==> config.mk <==
export PLATFORM = sky130hd
export DESIGN_NAME = seg7_capture_decoder_flat
export DESIGN_NICKNAME = d
export VERILOG_FILES = /design/src/rtl/seg7_capture_decoder_if.sv /design/src/rtl/seg7_capture_decoder.sv /design/src/flat_wrapper.sv
export SDC_FILE = /design/constraint.sdc
export NUM_CORES = 1
export LEC_CHECK = 0
export ABC_AREA = 1
export CORE_AREA = 2 2 68 70
export DETAILED_ROUTE_END_ITERATION = 16
export DIE_AREA = 0 0 70 72
export DONT_BUFFER_PORTS = 1
export PLACE_DENSITY = 0.8
export SLEW_MARGIN = 20
export SYNTH_ARGS = -nofsm -noshare
export SYNTH_HDL_FRONTEND = slang
export SYNTH_SLANG_ARGS = --single-unit
==> constraint.sdc <==
create_clock -name clk -period 2.9 [get_ports clk]
set_input_delay 0.58 -clock clk [delete_from_list [all_inputs] [get_ports clk]]
set_output_delay 0.58 -clock clk [all_outputs]
set_load 0.1 [all_outputs]
==> src/rtl/seg7_capture_decoder_if.sv <==
// Segment bus in, recovered digit/status out, between the pin side and the digit consumer.
interface seg7_capture_decoder_if;
    logic [6:0] seg_in;
    logic       blank_in;
    logic [3:0] digit;
    logic       digit_valid;
    logic       blank;
    logic       seg_err;
    logic [3:0] err_count;
    logic [7:0] history;

    modport master (
        output seg_in, blank_in,
        input  digit, digit_valid, blank, seg_err, err_count, history
    );

    modport slave (
        input  seg_in, blank_in,
        output digit, digit_valid, blank, seg_err, err_count, history
    );
endinterface

==> src/rtl/seg7_capture_decoder.sv <==
// Recovers hex digits from a 7-segment bus: synchronize, wait for a stable pattern, classify once.
// state  | meaning
// SETTLE | pattern changed recently, counting matching samples
// HELD   | current pattern already captured, waiting for next change
module seg7_capture_decoder #(
    parameter int STABLE_CYCLES = 4,
    parameter int CNT_W         = 8
) (
    input logic                  clk,
    input logic                  rst_n,
    seg7_capture_decoder_if.slave bus
);

    typedef enum logic [0:0] {SETTLE, HELD} state_t;

    state_t           state, state_nxt;
    logic [CNT_W-1:0] cnt, cnt_nxt;
    logic [7:0]       s1, s2, s_prev;
    logic             same, terminal, capture;
    logic             legal, is_blank;
    logic [3:0]       value;

    logic [3:0]       digit_q;
    logic             digit_valid_q;
    logic             blank_q;
    logic             seg_err_q;
    logic [3:0]       err_count_q;
    logic [7:0]       history_q;

    always_ff @(posedge clk or negedge rst_n) begin
        if (!rst_n) begin
            s1     <= '0;
            s2     <= '0;
            s_prev <= '0;
        end else begin
            s1     <= {bus.blank_in, bus.seg_in};
            s2     <= s1;
            s_prev <= s2;
        end
    end

    always_ff @(posedge clk or negedge rst_n) begin
        if (!rst_n) begin
            state <= SETTLE;
            cnt   <= '0;
        end else begin
            state <= state_nxt;
            cnt   <= cnt_nxt;
        end
    end

    assign same     = (s2 == s_prev);
    assign terminal = (cnt == CNT_W'(STABLE_CYCLES - 1));

    // A change restarts the count from any state, so each stable period captures exactly once.
    always_comb begin
        state_nxt = state;
        cnt_nxt   = cnt;
        capture   = 1'b0;
        if (!same) begin
            state_nxt = SETTLE;
            cnt_nxt   = '0;
        end else if (state == SETTLE) begin
            if (terminal) begin
                capture   = 1'b1;
                state_nxt = HELD;
            end else begin
                cnt_nxt = cnt + CNT_W'(1);
            end
        end
    end

    always_comb begin
        legal = 1'b1;
        value = 4'h0;
        case (s2[6:0])
            7'h3F: value = 4'h0;
            7'h06: value = 4'h1;
            7'h5B: value = 4'h2;
            7'h4F: value = 4'h3;
            7'h66: value = 4'h4;
            7'h6D: value = 4'h5;
            7'h7D: value = 4'h6;
            7'h07: value = 4'h7;
            7'h7F: value = 4'h8;
            7'h6F: value = 4'h9;
            7'h77: value = 4'hA;
            7'h7C: value = 4'hB;
            7'h39: value = 4'hC;
            7'h5E: value = 4'hD;
            7'h79: value = 4'hE;
            7'h71: value = 4'hF;
            default: legal = 1'b0;
        endcase
    end

    assign is_blank = s2[7] || (s2[6:0] == 7'h00);

    always_ff @(posedge clk or negedge rst_n) begin
        if (!rst_n) begin
            digit_q       <= 4'h0;
            digit_valid_q <= 1'b0;
            blank_q       <= 1'b1;
            seg_err_q     <= 1'b0;
            err_count_q   <= 4'h0;
            history_q     <= 8'h00;
        end else begin
            digit_valid_q <= 1'b0;
            seg_err_q     <= 1'b0;
            if (capture) begin
                if (is_blank) begin
                    blank_q <= 1'b1;
                end else if (legal) begin
                    blank_q       <= 1'b0;
                    digit_q       <= value;
                    history_q     <= {history_q[3:0], value};
                    digit_valid_q <= 1'b1;
                end else begin
                    seg_err_q <= 1'b1;
                    if (err_count_q != 4'hF) begin
                        err_count_q <= err_count_q + 4'h1;
                    end
                end
            end
        end
    end

    assign bus.digit       = digit_q;
    assign bus.digit_valid = digit_valid_q;
    assign bus.blank       = blank_q;
    assign bus.seg_err     = seg_err_q;
    assign bus.err_count   = err_count_q;
    assign bus.history     = history_q;

endmodule

==> src/flat_wrapper.sv <==
// flat-port wrapper written by rule: the top's interface ports become plain ports
module seg7_capture_decoder_flat 
#(
    parameter int STABLE_CYCLES = 4,
    parameter int CNT_W         = 8
)
  (clk, rst_n, bus_seg_in, bus_blank_in, bus_digit, bus_digit_valid, bus_blank, bus_seg_err, bus_err_count, bus_history);
  seg7_capture_decoder_if bus_i ();
  input logic clk;
  input logic rst_n;
  input wire logic [$bits(bus_i.seg_in)-1:0] bus_seg_in;
  input wire logic [$bits(bus_i.blank_in)-1:0] bus_blank_in;
  output wire logic [$bits(bus_i.digit)-1:0] bus_digit;
  output wire logic [$bits(bus_i.digit_valid)-1:0] bus_digit_valid;
  output wire logic [$bits(bus_i.blank)-1:0] bus_blank;
  output wire logic [$bits(bus_i.seg_err)-1:0] bus_seg_err;
  output wire logic [$bits(bus_i.err_count)-1:0] bus_err_count;
  output wire logic [$bits(bus_i.history)-1:0] bus_history;
  assign bus_i.seg_in = bus_seg_in;
  assign bus_i.blank_in = bus_blank_in;
  assign bus_digit = bus_i.digit;
  assign bus_digit_valid = bus_i.digit_valid;
  assign bus_blank = bus_i.blank;
  assign bus_seg_err = bus_i.seg_err;
  assign bus_err_count = bus_i.err_count;
  assign bus_history = bus_i.history;
  seg7_capture_decoder #(.STABLE_CYCLES(STABLE_CYCLES), .CNT_W(CNT_W)) u_core (.clk(clk), .rst_n(rst_n), .bus(bus_i));
endmodule
==> summary.md, run 1 <==
| Metric | Value |
|---|---|
| Worst hold-check path type | `input port to asynchronous set/reset pin` |
| CP Capture Type | `output pin` |
| Fin crit share | `65.7%` |
| Drt first pass iters | `4` |
| H-tree lvl count | `2` |
| VDD IR-drop max | `approximately 350 µV` |
| Met1 WL | `about 1.7 mm` |
| Clock Sinks | `48` |
| Count of pins over their slew limit | `0` |
| Routed len/inst | `11.9 µm` |
| Register area share after synthesis | `52.2%` |
| Setup violators final | `0` |
| Die width | `70 µm` |
| Area Overhead vs Synth | `7.61%` |
| Site Rows | `24` |
| Yosys warnings | `0` |
| Req. time, crit path | `2320 ps` |
| Syn avg cell area | `8.31 µm²` |
| Post-route minimum period | `1910 ps` |
| Count leader, synth | `nand2_1` |
| Post-route DRC | `0` |
| Clk_lat worst skew | `300 ps` |
| Final WL | `3.96 mm` |
| Met2 WL | `1.94 mm` |
| Share of cells above drive strength 1 | `between 10% and 20%` |
| Design area | `0.00248 mm²` |
| Final GP Congestion | `0.911` |
| Max cap viols | `0` |
| P per Cell Area | `505 mW/mm²` |
| Fin nets | `a little under 300` |
| HPWL after DPL | `2.87 mm` |
| CTS max path bufs | `2` |
| CTS Buf Count | `5` |
| RSZ-0062 raised after global routing | `no` |
| Outcome | `finished, final reports clean` |
| Syn nets | `289` |
| Core ar. | `between 0.004 and 0.005 mm²` |
| Setup bufs post-CTS | `0` |
| Most frequent cells after synthesis | `nand2_1 (84), dfrtp_1 (47), inv_1 (35)` |
| Number of synthesized flops with an enable pin | `0` |
| Post-synthesis cell area | `about 0.0023 mm²` |
| Initial core utilization | `between 50% and 60%` |
| Antenna violations before repair | `0` |
| Via count | `1714` |
| Register cell area after layout | `0.00121 mm²` |
| Synth Instances | `277` |
| Final WS setup | `~990 ps` |
| DP Area | `0.00233 mm²` |
| Area of the multi-input gates | `908 µm²` |
| Fmax | `525 MHz` |
| CTS tree | `built` |
| Worst slack at placement | `1050 ps` |
| CTS clk-pin slew, worst paths | `90 ps` |
| Final hold violations | `0` |
| Critical Path Start Type | `flip-flop` |
| Slew Limit Headroom | `33.6%` |
| DR top layer | `met4` |
| Met3 WL post-DR | `roughly 250 µm` |
| Final TNS setup | `0 ps` |
| Worst Tran Pin Value | `996 ps` |
| Clock Skew | `10.0 ps` |
| Root buf cell | `clkbuf_8` |
| Total global-route track usage | `17.6%` |
| Vias/cell | `5.13` |
| Ant diodes | `0` |
| Largest net degree at the start of global routing | `48` |
| IO Count | `29` |
| Synth top area share | `51.1%` |
| Port bufs | `0` |
| Final cell utilization of the core | `between 50% and 60%` |
| CP Class | `flip-flop to output pin` |
| Primary FF master, synth | `dfrtp_1` |
| Critical path arrival | `1330 ps` |
| #FFs+latches synth | `48` |
| First-pass GRT wire length | `7.02 mm` |
| Die area | `just over 0.005 mm²` |
| Synth async-reset ratio | `100%` |
| Largest cells by area after synthesis | `dfrtp_1 (51%), nand2_1 (14%), inv_1 (5.7%), nor2_1 (4.1%), nand3_1 (3.9%)` |
| Die Ht | `approximately 72 µm` |
| # fillers | `372` |
| Yosys top cell by area | `dfrtp_1` |
| Grt ovf | `0` |
| Final ANT Viol Nets | `0` |
| Post-synth cell types | `28` |
| Vias in the first global route | `1704` |
| Post-cts sizing count | `0` |
| Crit-path max FO | `4` |
| Leakage power | `1.31 nW` |
| Iter 0 DRT Violations | `107` |
-- registers in the layout (all words and copies together) (netlist names) --
signal                  count
u_core.bus.err_count        4
u_core.bus.blank            1
u_core.state                1
u_core.cnt                  8
u_core.s1                   8
u_core.s2                   8
u_core.bus.digit_valid      1
u_core.s_prev               8
u_core.bus.seg_err          1
u_core.bus.history          8
-- routing by layer --
layer / track usage, % / vias up
met5: 0 / -
met3: 4.31 / 9
met2: 30.8 / 63
met1: 20.4 / 781
met4: 8.33 / 0
li1: - / 861
-- layout by cell type (no fill, tap or decap) --
| cell | count |
|---|---|
| nor2_2 | 8 |
| o21ai_0 | 6 |
| nand3b_1 | 1 |
| nor3_1 | 6 |
| xnor2_1 | 4 |
| nor2_1 | 25 |
| o21ai_2 | 2 |
| nand4_1 | 5 |
| o21a_1 | 1 |
| nor3b_1 | 1 |
| inv_6 | 1 |
| dfrtp_2 | 4 |
| inv_1 | 35 |
| clkinvlp_4 | 1 |
| a21oi_1 | 6 |
| a31oi_1 | 1 |
| nand3_1 | 18 |
| nor2_4 | 3 |
| ha_1 | 2 |
| dfrtp_1 | 43 |
| clkbuf_8 | 5 |
| nand2_2 | 7 |
| buf_4 | 2 |
| buf_16 | 1 |
| nand3_2 | 3 |
| xor2_1 | 1 |
| nand2_1 | 84 |
| dfstp_2 | 1 |
| o21ai_1 | 1 |
| inv_2 | 1 |
| bufinv_16 | 1 |
| nor3_2 | 1 |
| clkinv_1 | 1 |
-- area by class of cell --
type | instances | area share (%)
Clock inverter | 3 | 1.87
Inverter | 37 | 5.61
Clock buffer | 5 | 2.78
Tap cell | 52 | 2.63
Multi-Input combinational cell | 186 | 36.7
Timing Repair Buffer | 3 | 1.72
Sequential cell | 48 | 48.7
-- what timing repair did --
action,4_1_cts,5_1_grt
hold buffers,1,0
hold endpoints to repair,47,0
setup endpoints to repair,0,0
-- worst paths after layout --
| kind | cells after the start | endpoint | from | slack, ps |
|---|---|---|---|---|
| min in group clk | 0 | u_core.s1[5] | bus_seg_in[5] | 300 |
| worst min register to register | 0 | u_core.s2[4] | u_core.s1[4] | 350 |
| worst max-delay path | 0 | bus_digit[1] | u_core.bus.history[1] | 990 |
| worst max register to register | 9 | u_core.bus.history[4] | u_core.cnt[0] | 1020 |
| worst min-delay path | 1 | u_core.bus.history[3] | rst_n | 100 |
| max in group asynchronous | 1 | u_core.s1[5] | rst_n | 2580 |
-- metrics by stage --
stage          cells  total power (W)  hold slack [ps]
6_report         334          0.00125             97.7
5_1_grt          334          0.00130              102
4_1_cts          334          0.00127              111
3_5_place_dp     325         0.000762              286
3_3_place_gp     325         0.000760              286
2_1_floorplan    277         0.000753              284
-- kinds of logic (layout without fill, tap and decap cells) --
logic type | Yosys count | count (layout) | share of synthesized area (%)
buffers and inverters | 43 | 48 | 8.32
xor gates and xnor gates | 5 | 5 | 1.90
AOI/OAI and AO/OA | 17 | 17 | 4.19
adders and majority gates | 2 | 2 | 1.09
DFF | 48 | 48 | 52.2
and+or+nand+nor | 162 | 162 | 32.3
-- power by group --
| group | leakage [nW] | switching, W | internal [W] |
|---|---|---|---|
| clock network | 0.0548 | 0.000227 | 0.000260 |
| logic | 0.651 | 0.0000436 | 0.0000207 |
| registers | 0.605 | 0.0000144 | 0.000686 |
Note: power is estimated with default switching activity, not from simulation.
==> inputs of run 2 (changes only) <==
- clock period: 2.9 -> 1.9 ns (I/O delays scaled with it)
==> run 2 against run 1 <==
Against the previous run: critical path depth rose by 9; wire length rose by 4.8%; non-clock buffer count rose by 14; sequential share of layout area fell by 2.7 points; total power rose by 44%; via count rose by 2.3%; setup slack got worse by 810 ps; largest power group unchanged; global-route usage rose by 0.41 points; critical endpoint is now u_core.bus.history[6]; first-iteration DRC count fell by 27%; highest routed layer unchanged.
==> summary.md, run 2 (synthesis results as in run 1) <==
| Metric | Value |
|---|---|
| Outcome | `finished, final reports clean` |
| Sequential Power Share | `about three fifths` |
| Initial core utilization | `54.0%` |
| Setup violators final | `0` |
| Root buf cell | `clkbuf_8` |
| Fmax | `~600 MHz` |
| CP Capture Type | `flip-flop` |
| Drt first pass iters | `4` |
| Worst path slowest cell | `dfrtp_1` |
| Post-route DRC | `0` |
| IO Count | `29` |
| Fin Hold WS | `between 90 and 100 ps` |
| Total global-route track usage | `18.0%` |
| Worst hold-check path type | `input port to flip-flop` |
| Largest net degree at the start of global routing | `49` |
| CP bufs+invs | `1` |
| Clock Sinks | `48` |
| Site Rows | `24` |
| Pint | `approximately 0.0013 W` |
| Vias in the first global route | `around 1.7k` |
| Core ar. | `0.00426 mm²` |
| CP Class | `flip-flop to flip-flop` |
| Req. time, crit path | `2150 ps` |
| Clk_lat worst skew | `300 ps` |
| CTS max path bufs | `2` |
| Max cap viols | `0` |
| Clk network pwr share | `between 30% and 40%` |
| Critical-path cell list | `ha_2 -> nand2_1 -> nor3_2 -> nand3_2 -> nor2_4 -> nand2_4 -> inv_1 -> nand2_1 -> nand2_1` |
| CTS tree | `built` |
| Commonest non-fill, non-tap cell in the layout | `nand2_1` |
| Area Overhead vs Synth | `14.0%` |
| Die width | `around 70 µm` |
| Share of cells above drive strength 1 | `18.6%` |
| H-tree lvl count | `2` |
| Count of pins over their slew limit | `0` |
| Grt ovf | `0` |
| Final hold violations | `0` |
| P per Cell Area | `684 mW/mm²` |
| Crit-path max FO | `11` |
| Die area | `0.00504 mm²` |
| Most frequent cells in the layout | `nand2_1 (84), dfrtp_1 (43), inv_1 (35)` |
| Fin nets | `307` |
| HPWL after DPL | `slightly above 3 mm` |
| Most frequent CP cell | `nand2_1` |
| Leakage power | `1.40 nW` |
| Final TNS setup | `0 ps` |
| Clock Skew | `~8 ps` |
| Final cell utilization of the core | `about 60%` |
| CTS Buf Count | `5` |
| Switching share of power | `25.1%` |
| Comb power frac | `5.8%` |
| Top Family by Delay on Critical Path | `simple AND/OR/NAND/NOR gates` |
| Die Ht | `roughly 72 µm` |
| Final GP Congestion | `about 0.87` |
| Routed len/inst | `11.9 µm` |
| Ant diodes | `0` |
| Worst Tran Pin Value | `534 ps` |
| VDD IR-drop max | `609 µV` |
| Final WL | `4.15 mm` |
| Via count | `1754` |
| First-pass GRT wire length | `7.14 mm` |
| Iter 0 DRT Violations | `between 70 and 80` |
| Final ANT Viol Nets | `0` |
| Slew Limit Headroom | `64.4%` |
| Critical Path Start Type | `flip-flop` |
| Vias/cell | `5.04` |
| RSZ-0062 raised after global routing | `yes` |
| Crit-path max cell delay | `about 400 ps` |
| Antenna violations before repair | `0` |
| Critical path arrival | `between 1500 and 2000 ps` |
| P_sw | `about 0.00045 W` |
| Fin crit share | `between 90% and 100%` |
| Port bufs | `0` |
| CTS clk-pin slew, worst paths | `90 ps` |
| Post-route minimum period | `1710 ps` |
==> run 2: cell types whose count changed in the layout (fill, tap and decap cells not counted), sizes merged <==
cell,change
buf,+13
dlygate4sd3,+1
clkinvlp,-1
bufinv,-1
clkinv,+2
==> run 2: repair_timing <==
item,4_1_cts,5_1_grt
endpoints found under the setup margin,0,8
gates resized for setup,0,3
endpoints found under the hold margin,48,0
buffers inserted,0,0
hold buffers,2,0
==> run 2: layout make-up <==
cell class	instances	area, µm²
inverter	37	139
clock inverter	3	22.5
fill	353	1640
sequential	48	1210
tap	52	65.1
clock buffer	5	68.8
multi-input combinational	186	921
timing repair buffer	17	200
==> run 2: routing by layer <==
metal  track usage (%)  wire length [µm]  vias up
met3              5.00               208       11
met5                 0                 0        -
li1                  -                 -      891
met1              20.7              1810      811
met4              6.84                92        0
met2              32.1              2040       41
==> run 2: power groups by stage <==
stage | sequential [W] | combinational, W | clock (W)
floorplan | 0.00108 | 0.0000667 | 0
global placement | 0.00109 | 0.0000741 | 0
detailed placement | 0.00109 | 0.0000761 | 0
CTS | 0.00107 | 0.000106 | 0.000636
global route | 0.00107 | 0.000121 | 0.000677
finish | 0.00107 | 0.000105 | 0.000622
==> run 2: final timing paths <==
kind                       depth (start not counted)                    end          start  slack, ps
setup / recovery                                   9  u_core.bus.history[6]  u_core.cnt[0]        190
hold / removal                                     0           u_core.s1[4]  bus_seg_in[4]         90
setup reg to reg                                   9  u_core.bus.history[6]  u_core.cnt[0]        190
hold reg to reg                                    0           u_core.s2[7]   u_core.s1[7]        350
max in group asynchronous                          2       u_core.bus.blank          rst_n       1050
min in group asynchronous                          2  u_core.bus.history[7]          rst_n        570
==> run 2: worst register-to-register path, stage by stage (launching register included) <==
cell     delay (ps)
dfrtp_1         400
ha_2            240
nand2_1         100
nor3_2          220
nand3_2         150
nor2_4          170
nand2_4         120
inv_1           140
nand2_1          70
nand2_1          60
==> run 2: through the flow <==
step | worst slack (ps) | cell area (µm²) | instances | total power, W
2_1_floorplan | 75.4 | 2300 | 277 | 0.00115
3_3_place_gp | 210 | 2480 | 338 | 0.00116
3_5_place_dp | 139 | 2480 | 338 | 0.00117
4_1_cts | 120 | 2610 | 348 | 0.00181
5_1_grt | 18.6 | 2620 | 348 | 0.00187
6_report | 188 | 2620 | 348 | 0.00180
